**src/rtl/view_data_unit.sv**
```systemverilog
// Front-panel viewer: shows a memory word/byte, a register or the PSW on four
// active-low 7-segment digits, with a debounced pushbutton that freezes the view.
module view_data_unit #(
    parameter int DEBOUNCE_CYCLES = 16
) (
    input  logic        clk,
    input  logic        rst_n,
    input  logic [15:0] mem_data,
    input  logic [15:0] reg_data,
    input  logic [15:0] psw_data,
    input  logic [15:0] addr,
    input  logic        view_btn,
    input  logic [1:0]  mem_mode,
    output logic [6:0]  HEX0,
    output logic [6:0]  HEX1,
    output logic [6:0]  HEX2,
    output logic [6:0]  HEX3,
    output logic [5:0]  LEDG,
    output logic [15:0] LEDR
);

    localparam int CNT_W = (DEBOUNCE_CYCLES < 2) ? 1 : $clog2(DEBOUNCE_CYCLES);
    localparam logic [CNT_W-1:0] CNT_LAST = CNT_W'(DEBOUNCE_CYCLES - 1);
    localparam logic [6:0] SEG_BLANK = 7'h7F;
    localparam logic [6:0] SEG_DASH  = 7'h3F;

    typedef enum logic [1:0] {
        VIEW_BYTE = 2'b00,
        VIEW_PSW  = 2'b01,
        VIEW_REG  = 2'b10,
        VIEW_WORD = 2'b11
    } view_mode_t;

    logic             btn_meta;
    logic             btn_sync;
    logic [1:0]       mode_meta;
    logic [1:0]       mode_sync;
    logic             btn_level;
    logic             btn_level_d;
    logic [CNT_W-1:0] db_cnt;
    logic             hold;
    view_mode_t       view_mode;
    logic [15:0]      value;
    logic [6:0]       next_hex0;
    logic [6:0]       next_hex1;
    logic [6:0]       next_hex2;
    logic [6:0]       next_hex3;
    logic [4:0]       psw_flags;

    function automatic logic [6:0] seg7(input logic [3:0] nib);
        logic [6:0] seg;
        case (nib)
            4'h0: seg = 7'h40;
            4'h1: seg = 7'h79;
            4'h2: seg = 7'h24;
            4'h3: seg = 7'h30;
            4'h4: seg = 7'h19;
            4'h5: seg = 7'h12;
            4'h6: seg = 7'h02;
            4'h7: seg = 7'h78;
            4'h8: seg = 7'h00;
            4'h9: seg = 7'h10;
            4'hA: seg = 7'h08;
            4'hB: seg = 7'h03;
            4'hC: seg = 7'h46;
            4'hD: seg = 7'h21;
            4'hE: seg = 7'h06;
            default: seg = 7'h0E;
        endcase
        return seg;
    endfunction

    // Buttons idle high, so the synchronizers reset to the released level.
    always_ff @(posedge clk or negedge rst_n) begin
        if (!rst_n) begin
            btn_meta  <= 1'b1;
            btn_sync  <= 1'b1;
            mode_meta <= 2'b11;
            mode_sync <= 2'b11;
        end else begin
            btn_meta  <= view_btn;
            btn_sync  <= btn_meta;
            mode_meta <= mem_mode;
            mode_sync <= mode_meta;
        end
    end

    always_ff @(posedge clk or negedge rst_n) begin
        if (!rst_n) begin
            btn_level <= 1'b1;
            db_cnt    <= '0;
        end else if (btn_sync == btn_level) begin
            db_cnt <= '0;
        end else if (db_cnt == CNT_LAST) begin
            btn_level <= btn_sync;
            db_cnt    <= '0;
        end else begin
            db_cnt <= db_cnt + 1'b1;
        end
    end

    // Hold flips one cycle after the accepted level falls; releases are ignored.
    always_ff @(posedge clk or negedge rst_n) begin
        if (!rst_n) begin
            btn_level_d <= 1'b1;
            hold        <= 1'b0;
        end else begin
            btn_level_d <= btn_level;
            if (btn_level_d && !btn_level) begin
                hold <= ~hold;
            end
        end
    end

    assign view_mode = view_mode_t'(mode_sync);

    always_comb begin
        value = mem_data;
        case (view_mode)
            VIEW_REG: value = reg_data;
            VIEW_PSW: value = psw_data;
            default:  value = mem_data;
        endcase
        next_hex3 = seg7(value[15:12]);
        next_hex2 = seg7(value[11:8]);
        next_hex1 = seg7(value[7:4]);
        next_hex0 = seg7(value[3:0]);
        if (view_mode == VIEW_BYTE) begin
            next_hex3 = SEG_BLANK;
            next_hex2 = SEG_BLANK;
        end else if (view_mode == VIEW_REG && addr[3]) begin
            next_hex3 = SEG_DASH;
            next_hex2 = SEG_DASH;
            next_hex1 = SEG_DASH;
            next_hex0 = SEG_DASH;
        end
    end

    // Display registers only track the inputs while the view is not held.
    always_ff @(posedge clk or negedge rst_n) begin
        if (!rst_n) begin
            HEX0      <= SEG_BLANK;
            HEX1      <= SEG_BLANK;
            HEX2      <= SEG_BLANK;
            HEX3      <= SEG_BLANK;
            LEDR      <= '0;
            psw_flags <= '0;
        end else if (!hold) begin
            HEX0      <= next_hex0;
            HEX1      <= next_hex1;
            HEX2      <= next_hex2;
            HEX3      <= next_hex3;
            LEDR      <= addr;
            psw_flags <= psw_data[4:0];
        end
    end

    assign LEDG = {hold, psw_flags};

endmodule

```
**config.mk**
```make
export PLATFORM = sky130hd
export DESIGN_NAME = view_data_unit
export DESIGN_NICKNAME = d
export VERILOG_FILES = /design/src/rtl/view_data_unit.sv
export SDC_FILE = /design/constraint.sdc
export NUM_CORES = 1
export LEC_CHECK = 0
export ABC_AREA = 0
export ABC_CLOCK_PERIOD_IN_PS = 2900
export BUFFER_PORTS_ARGS = -buffer_cell sky130_fd_sc_hd__buf_2
export CORE_MARGIN = 10
export CORE_UTILIZATION = 40
export DETAILED_ROUTE_END_ITERATION = 12
export SETUP_SLACK_MARGIN = 0.3
export SLEW_MARGIN = 20
export SYNTH_ARGS = -nofsm -noshare
export SYNTH_HDL_FRONTEND = slang
export SYNTH_SLANG_ARGS = --single-unit
```
**constraint.sdc**
```tcl
create_clock -name clk -period 2.9 [get_ports clk]
set_input_delay 0.725 -clock clk [delete_from_list [all_inputs] [get_ports clk]]
set_output_delay 0.725 -clock clk [all_outputs]
set_load 0.05 [all_outputs]
```
**Word level (Yosys, flattened, before mapping)**

Memory sizes are Yosys's and may differ from the RTL's.
Index checks and enable logic that the tools add are counted.

- Bits in registers: 62
- Memory bits (read-only): 448
- Input bits: 69
- Output and inout port bits: 50
- Logic and storage cells: 41
- Memories kept: 4

- Add/sub/neg operators: 1
- Equality and inequality tests: 4
- Multiplexer cells: 11
- Bitwise logic cells: 2
- Reductions and logical operators: 5

Memory list:

| name | words | bits a word | read ports | clocked after memory_dff | wr ports | line | text |
|---|---|---|---|---|---|---|---|
| (name not given) | 16 | 7 | 1 | 0 | 0 | 52 | `case (nib)` |
| (name not given) | 16 | 7 | 1 | 0 | 0 | 52 |  |
| (name not given) | 16 | 7 | 1 | 0 | 0 | 52 |  |
| (name not given) | 16 | 7 | 1 | 0 | 0 | 52 |  |

Operators by type and width:

| cell | number |
|---|---|
| 7-bit 2-to-1 mux | 8 |
| 16-bit one-hot mux with 2 select lines | 1 |
| 4-bit 2-to-1 mux | 2 |
| 4-bit by 1-bit adder with 4-bit output (second input constant) | 1 |
| 4-bit == test (second input constant) | 1 |
| 2-bit by 1-bit == test with 1-bit output (second input constant) | 1 |
| 2-bit == test (second input constant) | 1 |
| 1-bit logical AND | 2 |
| 2-bit logical NOT | 1 |
| 1-bit inverter | 2 |
| 2-bit AND reduction | 1 |
| 1-bit == test | 1 |
| 1-bit logical NOT | 1 |

**Longest topological paths before layout**

Gate-level depths: netlist of the first run.
An unclocked memory read counts as a cell.

- Depth in word-level cells: 5
- Mapped depth: 13
- Gate-level depth less buffers: 11

**Worst setup path before layout of the first run**

OpenSTA, ideal clock, no wires.

- Path kind: register to register
- Start: register mode_sync[0]
- End: register HEX1[1]
- Library setup time: 0.083 ns
- Data arrival time: 2.577 ns
- Data required time: 2.817 ns
- Path slack: 0.240 ns
- Cell stages (with the launch flop): 14
- Buffers on the path: 2
- Period minus slack after synthesis: 2.660 ns
- Cell sequence: dfstp_2 inv_1 ha_1 buf_4 buf_4 nor2_1 a21oi_1 inv_1 ha_1 inv_1 mux2i_1 nor2_1 a211oi_1 o32a_1

- Word-level cells in the longest chain between the ends: 5
- Elaborated cells on any way between the ends: 8
- Those cells by class: eq/ne: 2; mux: 3; reduce/logical: 2; memory: 1

RTL lines:

| what | line | text |
|---|---|---|
| from (decl) | 37 | `logic [1:0] mode_sync;` |
| from (signal assigned) | 84 | `mode_sync <= mode_meta;` |
| 2-bit by 1-bit == test with 1-bit output or 2-bit == test (tied branches) | 119, 131 |  |
| 16-bit one-hot mux with 2 select lines | 119 | `case (view_mode)` |
| memory read 16 x 7 bit | - |  |
| 7-bit 2-to-1 mux | 131 | `end else if (view_mode == VIEW_REG && addr[3]) begin` |
| 7-bit 2-to-1 mux * | 128 | `if (view_mode == VIEW_BYTE) begin` |
| to (signal assigned) | 150 | `HEX1 <= next_hex1;` |
| to (decl) | 15 | `output logic [6:0] HEX1,` |

Mark *: on every way between the ends. The rest lies on a longest branch, timed or not.
A chain may end at the register's enable or synchronous reset.

**Worst setup path in the final report of the first run**

- Start: register mode_sync[1]
- End: register HEX1[1]

The elaborated chain is that of the path after synthesis.

==> results of run 1 <==
## area by class of cell
class,count,share of cell area
Sequential cell,62,0.3234
Antenna cell,3,0.001521
Clock inverter,4,0.009632
Inverter,17,0.01293
Tap cell,133,0.03371
Clock buffer,12,0.02738
Timing Repair Buffer,137,0.1536
Multi-Input combinational cell,256,0.4378
## worst min-delay path by stage
stage | start | end
5_1_grt | mode_meta[0] | mode_sync[0]
4_1_cts | mode_meta[0] | mode_sync[0]
3_3_place_gp | btn_meta | btn_sync
6_report | mode_meta[1] | mode_sync[1]
3_5_place_dp | btn_meta | btn_sync
2_1_floorplan | btn_meta | btn_sync
## worst reg2reg max path, delay by kind of cell (launching register included)
kind	cells	cell delay, ps
simple gates	2	180
flops	1	560
mux	1	70
buf+inv	4	470
compound gates	3	540
fa+ha+maj	2	640
## cells in the final DEF (no fill, tap or decap), types with 7 or more instances in the layout
cell and n:
a21o_1 7, a21oi_1 17, a2bb2oi_1 10, buf_2 118, buf_4 17, clkbuf_8 9
dfrtp_1 26, dfstp_2 36, ha_1 28, inv_1 14, mux2_2 22, mux2i_1 11
nand2_1 16, nor2_1 29, nor3_1 8
## routing by layer
layer / share of wire / global-route usage / vias up
met4: 0.025 / 0.05802 / 0
met5: 0 / 0 / -
met2: 0.44 / 0.2302 / 123
met3: 0.098 / 0.07463 / 19
li1: - / - / 1571
met1: 0.43 / 0.1840 / 1574
## power by group through the flow
| stage | Clock (mW) | Combinational [mW] | Sequential [mW] |
|---|---|---|---|
| after floorplan | 0 | 0.473 | 1.46 |
| after global placement | 0 | 1.10 | 1.10 |
| after detailed placement | 0 | 1.11 | 1.11 |
| after CTS | 0.768 | 1.12 | 1.09 |
| after global routing | 0.800 | 1.22 | 1.11 |
| final | 0.740 | 1.13 | 1.09 |
## logic make-up after synthesis
kind of cell / after synthesis / synth area share
AOI/OAI and AO/OA: 108 / 0.2209
and+or+nand+nor: 73 / 0.08517
DFF: 62 / 0.4086
buffers and inverters: 37 / 0.05411
muxes: 38 / 0.1175
xor gates and xnor gates: 5 / 0.01121
adders and majority gates: 32 / 0.1025
## through the flow
step | utilization | std cells | area (um2)
2_1_floorplan | - | 355 | 3911
3_3_place_gp | 0.4835 | 601 | 4661
3_5_place_dp | 0.4835 | 601 | 4661
4_1_cts | 0.5038 | 618 | 4856
5_1_grt | 0.5116 | 622 | 4931
6_report | 0.5121 | 624 | 4936
## flip-flops by register name, indices dropped and copies added (netlist names)
| signal | cells |
|---|---|
| btn_level | 1 |
| btn_sync | 1 |
| HEX3 | 7 |
| hold | 1 |
| mode_meta | 2 |
| btn_meta | 1 |
| HEX0 | 7 |
| psw_flags | 5 |
| HEX2 | 7 |
| LEDR | 16 |
| btn_level_d | 1 |
| mode_sync | 2 |
| HEX1 | 7 |
| db_cnt | 4 |
## what timing repair did
item | in CTS | in global routing
gates resized for setup | 2 | 11
buffers inserted | 1 | 3
hold buffers | 0 | 0
endpoints found under the setup margin | 5 | 14
pin swaps | 1 | 1
==> metrics.yaml, run 1 <==
status:
  status: "completed"
detailed_routing:
  drcViolationCount: 0
  first_pass_iters: 6
  final_antenna_net_count: 0
  drt_iter0_drc: 176
  wl_per_cell_um: 17.69
  num_vias: 3287
  via_per_inst: 5.268
  wl_um: 11040
timing:
  whs_ps: 354.8
  finalSetupViolCount: 0
  worst_pin_slew_ps: 573.2
  report.final.slew_viol_count: 0
  finalWorstSetupSlack_ps: 383.5
  fmax_ghz: 0.3974
  slew-limit-headroom: 0.6179
  min_period_ps: 2517
  fin_skew_ps: 6.739
  rsz0062_at_grt: "yes"
  finalCritPeriodShare: 0.8678
  hold_viol_final: 0
  tns_ps: 0
clock_tree:
  cts_tree: "yes"
  cts_buffer_depth: 2
  ctsHtreeMaxLevel: 3
  cts_root_buffer: "clkbuf_8"
  clkLatencyLatePin_ps: 340
  clk_pin_slew_ps: 70
  cts_made_buffers: 9
  clkSinkCount: 62
floorplanning:
  dieArea_mm2: 0.01412
  start_util: 0.4054
  die_height_um: 118.8
  io_pins: 119
  rows: 36
  core-area_mm2: 0.009639
  die_w_um: 118.8
pwr:
  powerDensity_mw_per_mm2: 599.6
  p_seq_frac: 0.368
  p_leak_nw: 2.292
  p_sw_frac: 0.3917
  p_int_mw: 1.800
  p_comb_frac: 0.382
  power.net_switching_mw: 1.159
  p_clk_frac: 0.250
  p_total_mw: 2.959
  ir_drop_v: 0.0003100
cells_and_area:
  layout.nets: 584
  multi_input_area_mm2: 0.002161
  fillers: 925
  layout.area.seq_mm2: 0.001597
  final_layout_size_suffix_gt1_frac: 0.4898
  syn_to_final_growth_pct: 26.32
synthesis:
  yosys.area.top_type: "dfstp_2"
  syn_nets: 456
  syn_area_per_cell_um2: 11.01
  synth-seq-area-share: 0.4086
  yosysUniqueCellTypes: 56
  synth_area_mm2: 0.003907
  synth_commonest_cells: "36 x dfstp_2, 32 x ha_1, 29 x nor2_1, 26 x dfrtp_1, 22 x mux2_2"
  ys_top_cells_by_area: "dfstp_2 24%, dfrtp_1 17%, ha_1 10%"
  async_flop_share: 1.000
  postSynthCellCount: 355
  synthDominantCellAreaShare: 0.2421
  synth_edf_count: 0
  ys_warn_count: 0
  synth_seq_cells: 62
  synth_most_common_cell: "dfstp_2"
  ys.flop_type: "dfstp_2"
global_route:
  grt_pass1_vias: 3437
  grt_max_degree: 42
  grt_overflow_total: 0
  grt_pass1_wl_um: 17800
  antenna_found_initial: 2
  grt_usage: 0.1526
worst_setup_path:
  reg2reg_depth: 12
  cp-end-kind: "register"
  cp_slowest_cell: "dfstp_2"
  crit_arrival_ps: 2780
  setup.worst_path.end: "HEX1[1]"
  slowest_delay_ps: 560
  path_buf_inv: 4
  worstPathMaxFanout: 10
  crit_path_start: "mode_sync[1]"
  regToRegSetupSlack_ps: 380
  crit_required_ps: 3170
  rr_startpoint: "mode_sync[1]"
  cp.depth: 12
  path_delay_family: "adder cells"
  start_kind: "register"
  path_cells: "inv_1, ha_4, buf_4, nor2_1, a21oi_2, inv_1, ha_1, inv_1, mux2i_1, nor2_1, a211oi_1, o32a_1"
  crit_top_cell: "inv_1"
  reg2reg_to: "HEX1[1]"
  path_class: "register to register"
placement:
  place.gp.congestion: 0.8633
  dpl.hpwl_um: 8375
  pre_cts_slack_ps: 186.6
  port-buffer-count: 118
hold_path:
  min_path_cells: 0
  hold_class: "register to register"
job:
  drv_cap: 0
(Power assumes the default switching activity.)
==> inputs of run 2 (changes only) <==
- BUFFER_PORTS_ARGS: -buffer_cell sky130_fd_sc_hd__buf_2 -> default
- DONT_BUFFER_PORTS: default -> 1
- SLEW_MARGIN: 20 -> 30
==> metrics.yaml, run 2 (synthesis results as in run 1) <==
status:
  status: "completed"
clock_tree:
  clkSinkCount: 62
  clk_pin_slew_ps: 80
  cts_root_buffer: "clkbuf_8"
  ctsHtreeMaxLevel: 3
  cts_made_buffers: 9
  cts_tree: "yes"
  clkLatencyLatePin_ps: 340
  cts_buffer_depth: 2
timing:
  min_period_ps: 2537
  finalCritPeriodShare: 0.8749
  slew-limit-headroom: 0.6416
  report.final.slew_viol_count: 0
  hold_viol_final: 0
  finalSetupViolCount: 0
  fmax_ghz: 0.3941
  rsz0062_at_grt: "yes"
  fin_skew_ps: 4.564
  tns_ps: 0
  worst_pin_slew_ps: 537.6
placement:
  port-buffer-count: 0
  placed_cells: 480
  post_dp_cell_area_mm2: 0.004036
  dpl.hpwl_um: 7856
  place.gp.congestion: 0.9089
worst_setup_path:
  crit_arrival_ps: 2810
  reg2reg_to: "HEX1[1]"
  slowest_delay_ps: 530
  crit_required_ps: 3170
  start_kind: "register"
  path_class: "register to register"
  reg2reg_depth: 12
  crit_path_start: "mode_sync[1]"
  cp_slowest_cell: "dfstp_2"
  rr_startpoint: "mode_sync[1]"
  regToRegSetupSlack_ps: 360
  cp-end-kind: "register"
  path_cells: "inv_1, ha_2, buf_12, nor2_1, a21oi_2, inv_1, ha_1, inv_1, mux2i_1, nor2_1, a211oi_2, o32a_1"
  setup.worst_path.end: "HEX1[1]"
  crit_top_cell: "inv_1"
  worstPathMaxFanout: 22
cells_and_area:
  regMostFlops: "LEDR"
  final_common_cell: "dfstp_2"
  syn_to_final_growth_pct: 10.41
  layout.nets: 463
  fin_area_mm2: 0.004314
  instances_no_fill: 500
  final_layout_size_suffix_gt1_frac: 0.3406
  fillers: 950
  final_cell_mix: "36 x dfstp_2, 29 x nor2_1, 29 x ha_1"
  fin_util: 0.4476
  largest_register_ffs: 16
  diodes: 0
detailed_routing:
  wl_per_cell_um: 20.51
  drt_iter0_drc: 191
  wl_um: 10260
  via_per_inst: 5.662
  first_pass_iters: 4
  num_vias: 2831
  final_antenna_net_count: 0
  drcViolationCount: 0
floorplanning:
  dieArea_mm2: 0.01412
  die_height_um: 118.8
  io_pins: 119
  rows: 36
  core-area_mm2: 0.009639
  start_util: 0.4054
  die_w_um: 118.8
global_route:
  antenna_found_initial: 0
  grt_overflow_total: 0
  grt_usage: 0.1416
  grt_max_degree: 63
  grt_pass1_vias: 2859
  grt_pass1_wl_um: 15930
pwr:
  p_total_mw: 2.861
  ir_drop_v: 0.0003546
  powerDensity_mw_per_mm2: 663.1
  p_leak_nw: 1.816
hold_path:
  hold_class: "primary input to asynchronous set/reset pin"
job:
  drv_cap: 0
[run 2: cell count changes in the layout (fill, tap and decap cells not counted), moves of 2 or more]
cell,change
buf_2,-118
ha_4,-2
diode_2,-3
clkbuf_1,-3
clkinv_4,+3
a21oi_2,+2
buf_4,-3
a22oi_2,+2
a22oi_1,-2
[run 2: where the power goes]
group / switching (mW) / internal (mW) / total [mW]
sequential: 0.435 / 1.05 / 1.48
clock: 0.370 / 0.426 / 0.796
combinational: 0.317 / 0.267 / 0.584
[run 2: metal layers]
| layer | up-vias | GRT usage | share of wire | routed length (um) |
|---|---|---|---|---|
| met5 | - | 0 | 0 | 0 |
| li1 | 1316 | - | - | - |
| met3 | 25 | 0.07085 | 0.11 | 1179 |
| met2 | 124 | 0.2111 | 0.44 | 4512 |
| met1 | 1366 | 0.1624 | 0.40 | 4103 |
| met4 | 0 | 0.07863 | 0.045 | 460 |
[run 2: cell type report]
| type | instances | area (um2) | share of cell area |
|---|---|---|---|
| Clock inverter | 6 | 70.07 | 0.01624 |
| Timing Repair Buffer | 16 | 136.4 | 0.03161 |
| Inverter | 17 | 63.81 | 0.01479 |
| Multi-Input combinational cell | 256 | 2142 | 0.4965 |
| Tap cell | 133 | 166.4 | 0.03857 |
| Clock buffer | 10 | 137.6 | 0.03190 |
| Sequential cell | 62 | 1598 | 0.3704 |
[run 2: stage by stage]
stage	hold WS (ps)	worst slack, ps
detailed placement	347.9	253.5
floorplan	345.2	374.7
global route	40.66	264.3
CTS	54.03	334.7
global placement	347.5	281.5
finish	76.07	362.6
[run 2: worst max-delay path: cells and delay by family, from the launching register on]
| family | cells | cell delay (ps) |
|---|---|---|
| AOI/OAI and AO/OA | 3 | 540 |
| adders and majority gates | 2 | 690 |
| buffers and inverters | 4 | 440 |
| DFF | 1 | 530 |
| muxes | 1 | 60 |
| and+or+nand+nor | 2 | 200 |
[run 2: worst min-delay path by stage]
stage / from / to / slack [ps]
4_1_cts: rst_n / psw_flags[0] / 50
3_3_place_gp: btn_meta / btn_sync / 350
2_1_floorplan: btn_meta / btn_sync / 350
3_5_place_dp: btn_meta / btn_sync / 350
6_report: rst_n / LEDR[14] / 80
5_1_grt: rst_n / LEDR[12] / 40
[run 2: what timing repair did]
item	in CTS	in global routing
buffers inserted	1	3
gates resized for setup	0	13
pin swaps	1	1
endpoints found under the setup margin	1	11
hold buffers	0	0
==> inputs of run 3 (changes only) <==
- ABC_CLOCK_PERIOD_IN_PS: 2900 -> 2800
- CTS_BUF_LIST: default -> sky130_fd_sc_hd__clkbuf_16
- clock period: 2.9 -> 2.8 ns (I/O delays scaled with it)
==> metrics.yaml, run 3 (synthesis results as in run 1) <==
status:
  status: "completed"
placement:
  dpl.hpwl_um: 7666
  place.gp.congestion: 0.9394
  port-buffer-count: 0
  pre_cts_slack_ps: 58.57
  placed_cells: 480
pwr:
  p_int_mw: 2.012
  p_clk_frac: 0.325
  p_seq_frac: 0.472
  p_leak_nw: 1.922
  power.net_switching_mw: 1.247
  ir_drop_v: 0.0003711
  p_total_mw: 3.259
  p_comb_frac: 0.204
  powerDensity_mw_per_mm2: 713.9
  p_sw_frac: 0.3826
timing:
  fin_skew_ps: 12.28
  fmax_ghz: 0.4065
  min_period_ps: 2460
  whs_ps: 57.79
  tns_ps: 0
  rsz0062_at_grt: "yes"
  report.final.slew_viol_count: 0
  slew-limit-headroom: 0.5876
  finalSetupViolCount: 0
  hold_viol_final: 0
  finalCritPeriodShare: 0.8785
  worst_pin_slew_ps: 618.6
  finalWorstSetupSlack_ps: 340.1
cells_and_area:
  final_layout_size_suffix_gt1_frac: 0.3624
  syn_to_final_growth_pct: 16.81
  regMostFlops: "LEDR"
  instances_no_fill: 511
  final_cell_mix: "36 x dfstp_2, 29 x nor2_1, 27 x ha_1"
  layout.nets: 474
  diodes: 0
  final_common_cell: "dfstp_2"
  largest_register_ffs: 16
clock_tree:
  ctsHtreeMaxLevel: 3
  cts_tree: "yes"
  clkSinkCount: 62
  cts_buffer_depth: 2
  cts_root_buffer: "clkbuf_16"
  clk_pin_slew_ps: 60
  cts_made_buffers: 9
  clkLatencyLatePin_ps: 330
floorplanning:
  die_height_um: 118.8
  dieArea_mm2: 0.01412
  die_w_um: 118.8
  start_util: 0.4054
  rows: 36
  core-area_mm2: 0.009639
  io_pins: 119
global_route:
  use_met1: 0.1714
  grt_pass1_wl_um: 16500
  grt_pass1_vias: 2999
  antenna_found_initial: 0
  grt_overflow_total: 0
  grt.busiest_layer: "met2"
  gr-usage-met2: 0.2156
  grt_max_degree: 63
  grt_use_met3: 0.07889
  grt_usage: 0.1462
detailed_routing:
  wl_um: 10600
  first_pass_iters: 5
  wl_per_cell_um: 20.74
  num_vias: 2854
  drcViolationCount: 0
  via_per_inst: 5.585
  final_antenna_net_count: 0
  drt_iter0_drc: 166
worst_setup_path:
  regToRegSetupSlack_ps: 340
  reg2reg_to: "HEX2[3]"
  reg2reg_depth: 11
  crit_path_start: "mode_sync[1]"
  rr_startpoint: "mode_sync[1]"
  crit_required_ps: 3060
  setup.worst_path.end: "HEX2[3]"
  path_class: "register to register"
  cp-end-kind: "register"
  worstPathMaxFanout: 9
  crit_arrival_ps: 2720
  start_kind: "register"
job:
  drv_cap: 0
hold_path:
  hold_class: "primary input to asynchronous set/reset pin"
run 3: area by class of cell:
cell class                      instances  area [um2]
Tap cell                              133       166.4
Fill cell                             901        5075
Inverter                               17       63.81
Timing Repair Buffer                   27       275.3
Multi-Input combinational cell        256        2181
Clock buffer                            9       225.2
Clock inverter                          7       55.05
Sequential cell                        62        1598
run 3: metrics by stage:
| step | utilization | cell area [um2] |
|---|---|---|
| detailed placement | 0.4191 | 4040 |
| floorplan | - | 3919 |
| CTS | 0.4522 | 4359 |
| finish | 0.4735 | 4564 |
| global route | 0.4735 | 4564 |
| global placement | 0.4191 | 4040 |
run 3: layer usage:
layer | vias up | wire (um)
li1 | 1345 | -
met5 | - | 0
met1 | 1389 | 4424
met4 | 0 | 217
met3 | 12 | 1206
met2 | 108 | 4749
run 3: worst min-delay path by stage:
stage                      start            to
floorplan               btn_meta      btn_sync
global placement    mode_meta[1]  mode_sync[1]
detailed placement      btn_meta      btn_sync
CTS                        rst_n  psw_flags[3]
global route               rst_n  psw_flags[3]
finish                     rst_n      LEDR[11]
run 3: power groups by stage:
stage	sequential, mW	clock, mW	combinational, mW
2_1_floorplan	1.52	0	0.492
6_report	1.54	1.06	0.664
3_3_place_gp	1.56	0	0.567
5_1_grt	1.56	1.13	0.737
3_5_place_dp	1.56	0	0.581
4_1_cts	1.55	1.09	0.596
run 3: timing repair:
item / in CTS / in global routing
setup endpoints to repair: 15 / 14
hold buffers: 0 / 0
resized for setup: 4 / 15
pin swaps: 0 / 2
gates cloned: 0 / 2
buffers inserted: 4 / 9
run 3: critical path, cell delays in order, from the launching register on:
cell and delay [ps]:
dfstp_2 560, inv_2 70, ha_4 310, buf_12 130
nor2_1 50, a21o_1 180, buf_4 140, buf_4 130
ha_1 270, nand2_1 80, o211a_1 140, o32a_1 320
